===== src/rtl/stack_ram_arbiter.sv =====
// Round-robin two-port controller for a registered-output stack RAM.
// Tracks stack depth and sequences PUSH/POP/PEEK/CLEAR with a req/ack handshake per port.
`timescale 1ns/1ps
module stack_ram_arbiter #(
  parameter int ADDR_WIDTH = 8,
  parameter int DATA_WIDTH = 32
) (
  input  logic                  CLK,
  input  logic                  resetn,
  input  logic                  a_req,
  input  logic [1:0]            a_op,
  input  logic [DATA_WIDTH-1:0] a_wdata,
  output logic                  a_ack,
  output logic                  a_err,
  output logic [DATA_WIDTH-1:0] a_rdata,
  input  logic                  b_req,
  input  logic [1:0]            b_op,
  input  logic [DATA_WIDTH-1:0] b_wdata,
  output logic                  b_ack,
  output logic                  b_err,
  output logic [DATA_WIDTH-1:0] b_rdata,
  output logic [ADDR_WIDTH-1:0] ram_addr,
  output logic [DATA_WIDTH-1:0] ram_wdata,
  output logic                  ram_wen,
  input  logic [DATA_WIDTH-1:0] ram_rdata,
  output logic [ADDR_WIDTH:0]   depth
);

  typedef enum logic [2:0] {
    S_IDLE = 3'd0,
    S_WR   = 3'd1,
    S_RD0  = 3'd2,
    S_RD1  = 3'd3,
    S_ACK  = 3'd4
  } state_e;

  localparam logic [1:0] OP_PUSH  = 2'b00;
  localparam logic [1:0] OP_POP   = 2'b01;
  localparam logic [1:0] OP_PEEK  = 2'b10;
  localparam logic [1:0] OP_CLEAR = 2'b11;

  localparam logic [ADDR_WIDTH:0]   DEPTH_ZERO = {(ADDR_WIDTH+1){1'b0}};
  localparam logic [ADDR_WIDTH:0]   DEPTH_ONE  = {{ADDR_WIDTH{1'b0}}, 1'b1};
  localparam logic [ADDR_WIDTH-1:0] ADDR_ZERO  = {ADDR_WIDTH{1'b0}};
  localparam logic [ADDR_WIDTH-1:0] ADDR_ONE   = {{(ADDR_WIDTH-1){1'b0}}, 1'b1};
  localparam logic [DATA_WIDTH-1:0] DATA_ZERO  = {DATA_WIDTH{1'b0}};

  state_e                state_q, state_d;
  logic                  last_gnt_b_q, last_gnt_b_d;
  logic                  gnt_b_q, gnt_b_d;
  logic [1:0]            op_q, op_d;
  logic [ADDR_WIDTH:0]   depth_q, depth_d;
  logic [ADDR_WIDTH-1:0] ram_addr_q, ram_addr_d;
  logic [DATA_WIDTH-1:0] ram_wdata_q, ram_wdata_d;
  logic                  ram_wen_q, ram_wen_d;
  logic                  a_ack_q, a_ack_d, a_err_q, a_err_d;
  logic                  b_ack_q, b_ack_d, b_err_q, b_err_d;
  logic [DATA_WIDTH-1:0] a_rdata_q, a_rdata_d, b_rdata_q, b_rdata_d;

  logic                  req_any;
  logic                  sel_b;
  logic [1:0]            sel_op;
  logic [DATA_WIDTH-1:0] sel_wdata;
  logic                  full;
  logic                  empty;

  // Round-robin selection: on a tie the port that did not win last time is chosen.
  always_comb begin
    req_any   = a_req | b_req;
    sel_b     = b_req & (~a_req | ~last_gnt_b_q);
    sel_op    = sel_b ? b_op : a_op;
    sel_wdata = sel_b ? b_wdata : a_wdata;
    full      = depth_q[ADDR_WIDTH];
    empty     = (depth_q == DEPTH_ZERO);
  end

  // State register.
  always_ff @(posedge CLK) begin
    if (!resetn) begin
      state_q <= S_IDLE;
    end else begin
      state_q <= state_d;
    end
  end

  // Next-state logic.
  always_comb begin
    state_d = state_q;
    case (state_q)
      S_IDLE: begin
        if (req_any) begin
          case (sel_op)
            OP_PUSH:  state_d = full  ? S_ACK : S_WR;
            OP_POP:   state_d = empty ? S_ACK : S_RD0;
            OP_PEEK:  state_d = empty ? S_ACK : S_RD0;
            OP_CLEAR: state_d = S_ACK;
            default:  state_d = S_ACK;
          endcase
        end else begin
          state_d = S_IDLE;
        end
      end
      S_WR:    state_d = S_ACK;
      S_RD0:   state_d = S_RD1;
      S_RD1:   state_d = S_ACK;
      S_ACK:   state_d = S_IDLE;
      default: state_d = S_IDLE;
    endcase
  end

  // Datapath and registered-output next values; acks and errs default low so they pulse once.
  always_comb begin
    last_gnt_b_d = last_gnt_b_q;
    gnt_b_d      = gnt_b_q;
    op_d         = op_q;
    depth_d      = depth_q;
    ram_addr_d   = ram_addr_q;
    ram_wdata_d  = ram_wdata_q;
    ram_wen_d    = 1'b0;
    a_ack_d      = 1'b0;
    a_err_d      = 1'b0;
    b_ack_d      = 1'b0;
    b_err_d      = 1'b0;
    a_rdata_d    = a_rdata_q;
    b_rdata_d    = b_rdata_q;
    case (state_q)
      S_IDLE: begin
        if (req_any) begin
          last_gnt_b_d = sel_b;
          gnt_b_d      = sel_b;
          op_d         = sel_op;
          case (sel_op)
            OP_PUSH: begin
              if (full) begin
                a_ack_d = ~sel_b;
                a_err_d = ~sel_b;
                b_ack_d = sel_b;
                b_err_d = sel_b;
              end else begin
                ram_addr_d  = depth_q[ADDR_WIDTH-1:0];
                ram_wdata_d = sel_wdata;
                ram_wen_d   = 1'b1;
              end
            end
            OP_POP, OP_PEEK: begin
              if (empty) begin
                a_ack_d = ~sel_b;
                a_err_d = ~sel_b;
                b_ack_d = sel_b;
                b_err_d = sel_b;
              end else begin
                // depth 2**ADDR_WIDTH wraps its low bits to zero, so minus one still hits the top cell
                ram_addr_d = depth_q[ADDR_WIDTH-1:0] - ADDR_ONE;
              end
            end
            OP_CLEAR: begin
              depth_d = DEPTH_ZERO;
              a_ack_d = ~sel_b;
              b_ack_d = sel_b;
            end
            default: begin
              a_ack_d = ~sel_b;
              a_err_d = ~sel_b;
              b_ack_d = sel_b;
              b_err_d = sel_b;
            end
          endcase
        end else begin
          op_d = op_q;
        end
      end
      S_WR: begin
        depth_d = depth_q + DEPTH_ONE;
        a_ack_d = ~gnt_b_q;
        b_ack_d = gnt_b_q;
      end
      S_RD0: begin
        op_d = op_q;
      end
      S_RD1: begin
        if (gnt_b_q) begin
          b_rdata_d = ram_rdata;
        end else begin
          a_rdata_d = ram_rdata;
        end
        if (op_q == OP_POP) begin
          depth_d = depth_q - DEPTH_ONE;
        end else begin
          depth_d = depth_q;
        end
        a_ack_d = ~gnt_b_q;
        b_ack_d = gnt_b_q;
      end
      S_ACK: begin
        op_d = op_q;
      end
      default: begin
        op_d = op_q;
      end
    endcase
  end

  // Datapath and output registers.
  always_ff @(posedge CLK) begin
    if (!resetn) begin
      last_gnt_b_q <= 1'b1;
      gnt_b_q      <= 1'b0;
      op_q         <= OP_PUSH;
      depth_q      <= DEPTH_ZERO;
      ram_addr_q   <= ADDR_ZERO;
      ram_wdata_q  <= DATA_ZERO;
      ram_wen_q    <= 1'b0;
      a_ack_q      <= 1'b0;
      a_err_q      <= 1'b0;
      b_ack_q      <= 1'b0;
      b_err_q      <= 1'b0;
      a_rdata_q    <= DATA_ZERO;
      b_rdata_q    <= DATA_ZERO;
    end else begin
      last_gnt_b_q <= last_gnt_b_d;
      gnt_b_q      <= gnt_b_d;
      op_q         <= op_d;
      depth_q      <= depth_d;
      ram_addr_q   <= ram_addr_d;
      ram_wdata_q  <= ram_wdata_d;
      ram_wen_q    <= ram_wen_d;
      a_ack_q      <= a_ack_d;
      a_err_q      <= a_err_d;
      b_ack_q      <= b_ack_d;
      b_err_q      <= b_err_d;
      a_rdata_q    <= a_rdata_d;
      b_rdata_q    <= b_rdata_d;
    end
  end

  assign a_ack     = a_ack_q;
  assign a_err     = a_err_q;
  assign a_rdata   = a_rdata_q;
  assign b_ack     = b_ack_q;
  assign b_err     = b_err_q;
  assign b_rdata   = b_rdata_q;
  assign ram_addr  = ram_addr_q;
  assign ram_wdata = ram_wdata_q;
  assign ram_wen   = ram_wen_q;
  assign depth     = depth_q;

endmodule

===== config.mk =====
export PLATFORM = sky130hd
export DESIGN_NAME = stack_ram_arbiter
export DESIGN_NICKNAME = d
export VERILOG_FILES = /design/src/rtl/stack_ram_arbiter.sv
export SDC_FILE = /design/constraint.sdc
export NUM_CORES = 1
export LEC_CHECK = 0
export BUFFER_PORTS_ARGS = -buffer_cell sky130_fd_sc_hd__buf_2
export CORE_MARGIN = 8
export CORE_UTILIZATION = 53
export DETAILED_ROUTE_END_ITERATION = 12
export GPL_ROUTABILITY_DRIVEN = 1
export HOLD_SLACK_MARGIN = 0.08
export PLACE_DENSITY = 0.86
export REMOVE_ABC_BUFFERS = 1
export SETUP_SLACK_MARGIN = 0.4
export SYNTH_ARGS = -nofsm -noshare
export SYNTH_HDL_FRONTEND = slang
export SYNTH_SLANG_ARGS = --single-unit

===== constraint.sdc =====
create_clock -name CLK -period 3.9 [get_ports CLK]
set_input_delay 0 -clock CLK [delete_from_list [all_inputs] [get_ports CLK]]
set_output_delay 0 -clock CLK [all_outputs]
set_load 0.05 [all_outputs]

[Word level (Yosys, flattened, before mapping)]
Index checks and enable logic that the tools add are counted.
Operators by class
  bitwise logic cells: 8
  equal/unequal tests: 12
  $add $sub $neg: 3
  reduce and logical (&&, ||, !) cells: 15
  mux-type cells: 27
Operators with widths (number)
  $mux 32: 1
  $mux 9: 3
  $pmux 9 s3: 1
  $pmux 3 s3: 2
  $mux 8: 2
  $pmux 8 s2: 1
  $reduce_and 4->1: 3
  $add 9x1->9 const B: 1
  $logic_not 9->1: 1
  $mux 3: 3
  $sub 9x1->9 const B: 1
  $ne 2x2->1 const B: 4
  $pmux 1 s2: 4
  $sub 8x1->8 const B: 1
  $mux 1: 7
  $eq 3x2->1 const B: 2
  $pmux 1 s3: 2
  $reduce_and 2->1: 3
  $not 1->1: 5
  $reduce_and 5->1: 1
  $eq 2x1->1 const B: 2
  $eq 2x2->1 const B: 2
  $reduce_or 2->1: 2
  $eq 3x1->1 const B: 1
  9 further kinds: 10
Storage, ports and cells
  register bits after elaboration: 125

[Logic depth before layout (Yosys ltp)]
Gate-level depths: netlist (run 1).
  depth after elaboration: 9
  depth in mapped cells: 10
  gate-level depth less buffers: 9

[Least setup slack after synthesis (run 1)]
No wires, ideal clock.
  path kind: reg-to-reg
  start: register last_gnt_b_q
  end: register ram_addr_q[5], in the netlist ram_addr[5]
  period minus slack after synthesis: 2.222 ns
  required time: 3.834 ns
  slack: 1.678 ns
  setup time: 0.066 ns
  arrival time: 2.156 ns
  stages on the path, launching flop included: 10
  cell sequence: dfxtp_1 -> a21boi_1 -> buf_4 -> mux2i_1 -> ha_1 -> or3b_1 -> nor4_2 -> xor2_1 -> mux2i_1 -> nor2b_1
On the way
  cells in the longest elaborated chain, start to end: 8
  elaborated cells on any way between the ends: 13
Ends and longest elaborated chain
  start: declaration: RTL line 49  | logic last_gnt_b_q, last_gnt_b_d;
  start signal: assignment: RTL line 220  | last_gnt_b_q <= last_gnt_b_d;
  $not 1->1 *: RTL line 70  | sel_b = b_req & (~a_req | ~last_gnt_b_q);
  $or 1x1->1 *: RTL line 70
  $and 1x1->1 *: RTL line 70
  $mux 2 *: RTL line 71  | sel_op = sel_b ? b_op : a_op;
  $eq 2x1->1 / $eq 2x2->1 (equally long branches): RTL line 132  | case (sel_op)
  $reduce_or 2->1 (no line)
  $ne 2x2->1 (no line) / $reduce_bool 2->1 (equally long branches)
  $reduce_and 5->1 (no line)
  end signal: assignment: RTL line 224  | ram_addr_q <= ram_addr_d;
  end: declaration: RTL line 53  | logic [ADDR_WIDTH-1:0] ram_addr_q, ram_addr_d;
Every way passes the cells marked *; elsewhere a longest branch is shown, timed or not.
A chain may end at the register's enable or synchronous reset.

[Final worst setup path (run 1)]
  start: register last_gnt_b_q
  end: register op_q[1]
On the way
  cells in the longest elaborated chain, start to end: 4
Ends and longest elaborated chain
  $not 1->1: RTL line 70
  $or 1x1->1: RTL line 70
  $and 1x1->1: RTL line 70
  $mux 2: RTL line 71
  end signal: assignment: RTL line 222  | op_q <= op_d;
  end: declaration: RTL line 51  | logic [1:0] op_q, op_d;
Every way passes these cells.

==> results of run 1 <==
## power groups by stage
stage / Clock [mW] / Combinational [mW] / Sequential (mW)
3_3_place_gp: 0 / 0.618 / 1.41
6_report: 1.43 / 0.772 / 1.40
5_1_grt: 1.52 / 0.812 / 1.40
3_5_place_dp: 0 / 0.638 / 1.42
4_1_cts: 1.46 / 0.746 / 1.39
2_1_floorplan: 0 / 0.254 / 1.61
## kinds of logic (layout without fill, tap and decap cells)
| logic type | after synthesis | count (layout) |
|---|---|---|
| DFF | 125 | 125 |
| xor gates and xnor gates | 11 | 11 |
| adders and majority gates | 14 | 14 |
| muxes | 43 | 43 |
| other | 0 | 1 |
| buffers and inverters | 48 | 370 |
| AOI/OAI and AO/OA | 141 | 141 |
| and+or+nand+nor | 234 | 234 |
## worst max-delay path, delay by kind of cell, from the launching register on
family | cells | cell delay [ns]
buffers and inverters | 3 | 1.73
AO/OA/AOI/OAI | 2 | 0.37
multiplexers | 1 | 0.37
flip-flops | 1 | 0.34
AND/OR/NAND/NOR | 1 | 0.05
## worst min-delay path by stage
stage | startpoint | to | cells past startpoint
CTS | b_op[1] | state_q[0]$_SDFF_PN0_ | 5
detailed placement | ram_rdata[14] | a_rdata[14]$_SDFFE_PN0P_ | 3
finish | b_op[1] | state_q[0]$_SDFF_PN0_ | 5
floorplan | resetn | last_gnt_b_q$_SDFFE_PN1P_ | 1
global route | b_op[1] | state_q[0]$_SDFF_PN0_ | 5
global placement | ram_rdata[22] | b_rdata[22]$_SDFFE_PN0P_ | 3
## synth_stat cells (4+ instances only)
cell type / n / area [um2]
clkbuf_1: 14 / 52.6
inv_1: 7 / 26.3
a21oi_1: 12 / 60.1
xnor2_1: 4 / 35.0
o21ai_0: 4 / 20.0
ha_1: 13 / 163
nand2_1: 171 / 642
nand2b_1: 4 / 25.0
buf_6: 7 / 78.8
a22oi_1: 5 / 37.5
nand3_1: 9 / 45.0
nor2_1: 10 / 37.5
xor2_1: 7 / 61.3
and2_1: 4 / 25.0
mux2i_1: 43 / 430
o211a_1: 34 / 340
buf_2: 13 / 65.1
dfxtp_1: 125 / 2500
a21boi_0: 8 / 60.1
o211ai_1: 4 / 30.0
a21boi_1: 59 / 443
nor2b_1: 14 / 87.6
## flip-flops by register name, summed over array words and instances (netlist names)
signal and flops:
b_ack 1, b_err 1, gnt_b_q 1, a_ack 1, a_err 1, state_q 3, a_rdata 32, op_q 2
depth 9, b_rdata 32, ram_wen 1, ram_addr 8, last_gnt_b_q 1, ram_wdata 32
## cell type report
| type | instances | area (um2) | share of cell area [%] |
|---|---|---|---|
| Inverter | 8 | 30.0 | 0.359 |
| Antenna cell | 1 | 2.50 | 0.0299 |
| Clock buffer | 18 | 428 | 5.12 |
| Sequential cell | 125 | 2500 | 29.9 |
| Tap cell | 136 | 170 | 2.04 |
| Clock inverter | 13 | 118 | 1.41 |
| Timing Repair Buffer | 331 | 2190 | 26.3 |
| Multi-Input combinational cell | 443 | 2910 | 34.8 |
## layer usage
metal,vias up,routed length (um)
li1,2736,-
met1,2782,7500
met2,311,9690
met3,46,2040
met4,0,450
met5,-,0
==> reports/results.tsv, run 1 <==
metric	value	unit
status	complete, no violations	
vias in the first global route	6223	
R2R Path Start	last_gnt_b_q$_SDFFE_PN1P_	
CP startpoint	last_gnt_b_q$_SDFFE_PN1P_	
Rel. slew slack	20.8	%
htree depth	4	
crit-path max cell delay	0.61	ns
Min Clock Period, post-route	2.98	ns
pre-CTS setup slack	1.37	ns
GRT busiest layer	met2	
post-CTS setup repair buffer count	0	
Layout Utilization	80.6	%
RR Endpoint	op_q[1]$_SDFFE_PN0P_	
DP Area	6760	um2
DP HPWL	12.2	mm
final setup violation count	0	
DRT iter0 DRCs	473	
GR Layer Usage met3	10.7	%
Worst setup EP type	flop	
CP Max Fanout	7	
grt total ovfl	0	
buffer levels on the longest clock path	2	
period utilization	76.3	%
filler instances	619	
Vert. Die Dim	119	um
GR Util All Layers	27.0	%
#FFs+latches synth	125	
most frequent CP cell	dlygate4sd3_1	
Seq/Total Area, Yosys	44.2	%
routed vias	5875	
PostCTS Resize Cnt	0	
Die Footprint	14200	um2
Via density	5.47	
CP max-delay cell	dlygate4sd3_1	
CP Launch Type	flop	
Pwr Density	431	nW/um2
post-route ant nets	0	
critical path arrival	3.35	ns
clock share of power	39.8	%
synthesized area	5660	um2
count of different cell masters after synthesis	56	
commonest non-fill, non-tap cell in the layout	buf_2	
post-synthesis mux area share	7.61	%
site row count	37	
Post-synth ARST share	0	%
Sw Ratio	30.1	%
Primary FF master, synth	dfxtp_1	
Final Skew	0.0115	ns
sum of negative setup slack	0	ns
global-route wire length before repair	31.5	mm
worst-margin pin slew	1.18	ns
WL per Instance	18.3	um
synth warn	0	
gp weighted congestion	0.869	
Psw	1.08	mW
VDD IR max	0.258	mV
internal reg-to-reg setup slack	0.92	ns
Simple-Gate Fraction of Synth Area	18.8	%
drt pass-1 iters	5	
CP Class	flop to flop	
clock sink count	125	
LEAKAGE	4.17	nW
total CTS buffers	17	
Max Fclk	336	MHz
Post-Synth XOR/XNOR Area	1.70	%
CTS Hold Bufs	105	
Logic pwr share	21.5	%
final std cells w/o fill	1075	
core area	10400	um2
Post-Synth Adder-Cell Area	3.23	%
Synth Area in Compound Gates	19.9	%
worst min-delay path category	primary input to flop	
io pins	222	
grt met1 use	28.5	%
Finished Cell Area	8360	um2
chip width	119	um
DRC viols	0	
overall power	3.60	mW
GRT met2 Usage	47.3	%
share of power burned in registers	38.8	%
Max Slew Vio Count	0	
share of cells above drive strength 1	29.0	%
Max Cap Violations	0	
Hold Slack	0.158	ns
most frequent cells in the layout	buf_2, nand2_1, dfxtp_1	
Post-synth EDFFs	0	
CTS tree	built	
clock insertion delay at the later pin of the skew report	0.50	ns
Initial Utilization	54.6	%
crit path cell chain	a21boi_4 -> mux2i_1 -> dlygate4sd3_1 -> nand2_1 -> dlygate4sd3_1 -> o211a_1 -> dlygate4sd3_1	
CTS Root Cell	clkbuf_8	
dpl cells	938	
Power Internal	2.52	mW
Mapped Cells	616	
Post-Syn Area per Cell	9.19	um2
logic depth of the worst register-to-register path	7	
Reg clk slew, reported paths	0.05	ns
largest net degree at the start of global routing	71	
Final nets	1044	
PortBufs	221	
Final Hold Viols	0	
RSZ-0062 raised after global routing	false	
Worst EP required	4.28	ns
Post-Route WL	19.7	mm
P&R area growth vs syn	47.7	%
CP endpoint	op_q[1]$_SDFFE_PN0P_	
combinational family with the most area after synthesis	compound AO/OA/AOI/OAI gates	
initial antenna violation count	1	
crit path setup slack, layout	0.923	ns
No activity file was read; power rests on OpenSTA's default activity.
==> run 2, diff against run 1 <==
Settings changed: ABC_AREA set to 1, CORE_UTILIZATION 53 to 44, PLACE_DENSITY 0.86 to 0.76.
Clock period 3.9 ns to 2.4 ns, I/O delays scaled along.
==> run 2 against run 1 <==
  * Count of clock-buffer cells in the layout rose by 2
  * Sequential share of layout area fell by 1.3 points
  * Largest cell class unchanged
  * Fmax rose by 45%
  * Highest routed layer unchanged
  * Wire length rose by 5.7%
  * Cell count rose by 23%
  * Area after synthesis fell by 1.0%
==> reports/results.tsv, run 2 <==
metric	value	unit
htree depth	4	
synth warn	0	
final setup violation count	0	
GRT met2 Usage	40.6	%
DP HPWL	12.1	mm
total CTS buffers	17	
drt pass-1 iters	5	
DRC viols	0	
Post-Route WL	20.8	mm
clock share of power	37.9	%
Psw	2.53	mW
CP max-delay cell	dfxtp_2	
Post-Synth Adder-Cell Area	3.26	%
Primary FF master, synth	dfxtp_1	
io pins	222	
grt total ovfl	0	
Worst EP required	2.75	ns
Post-synth top cells	nand2_1, nor2_1, dfxtp_1	
CP Max Fanout	7	
sum of negative setup slack	0	ns
site row count	41	
post-synth top area share	44.7	%
period utilization	85.6	%
Post-Synth XOR/XNOR Area	0.625	%
Initial Utilization	44.8	%
Synth Area in Compound Gates	11.8	%
initial antenna violation count	2	
Post-synth EDFFs	0	
Post-synth ARST share	0	%
Power Internal	4.85	mW
gp weighted congestion	0.787	
CP Launch Type	flop	
vias in the first global route	6503	
#FFs+latches synth	125	
most frequent cells in the layout	buf_2, nand2_1, nor2_1	
Min Clock Period, post-route	2.05	ns
Max Fclk	487	MHz
RSZ-0062 raised after global routing	true	
Layout Utilization	70.1	%
VDD IR max	0.529	mV
Final nets	1257	
Max Cap Violations	0	
worst-margin pin slew	0.773	ns
Reg clk slew, reported paths	0.05	ns
critical path arrival	2.41	ns
GR Layer Usage met3	8.48	%
post-route ant nets	0	
most frequent CP cell	buf_6	
synthesized area	5600	um2
LEAKAGE	4.48	nW
combinational family with the most area after synthesis	simple AND/OR/NAND/NOR gates	
Final Skew	0.00732	ns
Simple-Gate Fraction of Synth Area	32.2	%
P&R area growth vs syn	56.5	%
post-synthesis mux area share	0	%
Die Footprint	16600	um2
Rel. slew slack	48.5	%
Post-Syn Area per Cell	6.88	um2
chip width	129	um
routed vias	6609	
Synth area leader	dfxtp_1	
global-route wire length before repair	31.6	mm
CTS tree	built	
core area	12500	um2
commonest non-fill, non-tap cell in the layout	buf_2	
CTS Root Cell	clkbuf_16	
GR Util All Layers	23.6	%
Area contributors post-synth	dfxtp_1, nand2_1, nor2_1	
overall power	7.38	mW
PortBufs	221	
Seq/Total Area, Yosys	44.7	%
Logic pwr share	29.4	%
crit-path max cell delay	0.32	ns
WL per Instance	15.7	um
count of different cell masters after synthesis	31	
Pwr Density	842	nW/um2
Vert. Die Dim	129	um
Worst setup EP type	flop	
share of cells above drive strength 1	28.2	%
share of power burned in registers	32.7	%
most common cell in the netlist	nand2_1	
Sw Ratio	34.2	%
status	complete, no violations	
Max Slew Vio Count	0	
Via density	4.98	
Final Hold Viols	0	
Mapped Cells	814	
grt met1 use	25.3	%
clock insertion delay at the later pin of the skew report	0.42	ns
worst min-delay path category	primary input to flop	
largest net degree at the start of global routing	78	
GRT busiest layer	met2	
clock sink count	125	
buffer levels on the longest clock path	2	
Hold Slack	0.102	ns
CP Class	flop to flop	
crit path cell chain	nand2_2 -> nand2_4 -> buf_6 -> buf_6 -> o21ai_4 -> ha_4 -> inv_4 -> nor3_4 -> buf_6 -> buf_6 -> clkbuf_16 -> o21ai_2 -> nor2_1	
DRT iter0 DRCs	444	
==> run 2: cell types whose count changed after synthesis, moves of 34 or more <==
cell      change
a21boi_1     -59
a21oi_1      +43
inv_1        +44
mux2i_1      -43
nand2_1      +39
nand3_1      +47
nor2_1      +149
o211a_1      -34
o21ai_0      +68
==> run 2: path summary, 6_finish.rpt <==
check / start / end / slack (ns) / cells after the start
setup / recovery: last_gnt_b_q$_SDFFE_PN1P_ / ram_wdata[7]$_SDFFE_PN0P_ / 0.35 / 13
hold / removal: b_req / a_err$_SDFF_PN0_ / 0.10 / 5
setup reg to reg: last_gnt_b_q$_SDFFE_PN1P_ / ram_wdata[7]$_SDFFE_PN0P_ / 0.35 / 13
hold reg to reg: b_rdata[31]$_SDFFE_PN0P_ / b_rdata[31]$_SDFFE_PN0P_ / 0.46 / 2
==> run 2: area by class of cell <==
class | instances | area (um2)
clock buffers | 20 | 447
well taps | 172 | 215
flip-flops and latches | 125 | 2510
diodes | 2 | 5.00
clock inverters | 12 | 191
repair buffers | 347 | 2350
fillers | 969 | 3750
multi-input cells | 594 | 2840
inverters | 54 | 210
==> run 2: power by group through the flow <==
stage / combinational (mW) / sequential, mW / clock [mW]
detailed placement: 1.72 / 2.42 / 0
finish: 2.17 / 2.41 / 2.80
global placement: 1.70 / 2.43 / 0
global route: 2.33 / 2.43 / 2.93
CTS: 1.99 / 2.39 / 2.82
floorplan: 0.667 / 2.97 / 0
==> run 2: metrics by stage <==
stage	instance area [um2]	setup slack, ns	instances
4_1_cts	8530	0.407	1311
6_report	8770	0.345	1326
3_3_place_gp	6820	0.183	1176
5_1_grt	8770	0.264	1326
2_1_floorplan	5390	-1.46	770
3_5_place_dp	6820	0.0850	1176
==> run 2: routing by layer <==
| layer | share of wire, % | vias up | wire length, um |
|---|---|---|---|
| met5 | 0 | - | 0 |
| met4 | 3.2 | 0 | 660 |
| met3 | 7.3 | 55 | 1520 |
| met2 | 51 | 284 | 10500 |
| met1 | 39 | 3030 | 8090 |
| li1 | - | 3240 | - |
==> run 2: timing repair <==
item	CTS	global route
setup buffers	3	10
endpoints found under the setup margin	54	76
hold endpoints to repair	97	0
pin swaps	5	18
hold buffers	98	0
gates resized for setup	15	47
gates cloned	2	3
==> run 2: logic make-up after synthesis <==
group,after synthesis
simple gates,443
compound gates,130
flops,125
buf+inv,98
fa+ha+maj,14
xor+xnor,4
==> run 2: worst max-delay path, delay by kind of cell (launching register included) <==
kind | cells | cell delay (ns)
compound gates | 2 | 0.29
fa+ha+maj | 1 | 0.19
buf+inv | 6 | 0.68
flops | 1 | 0.32
simple gates | 4 | 0.50
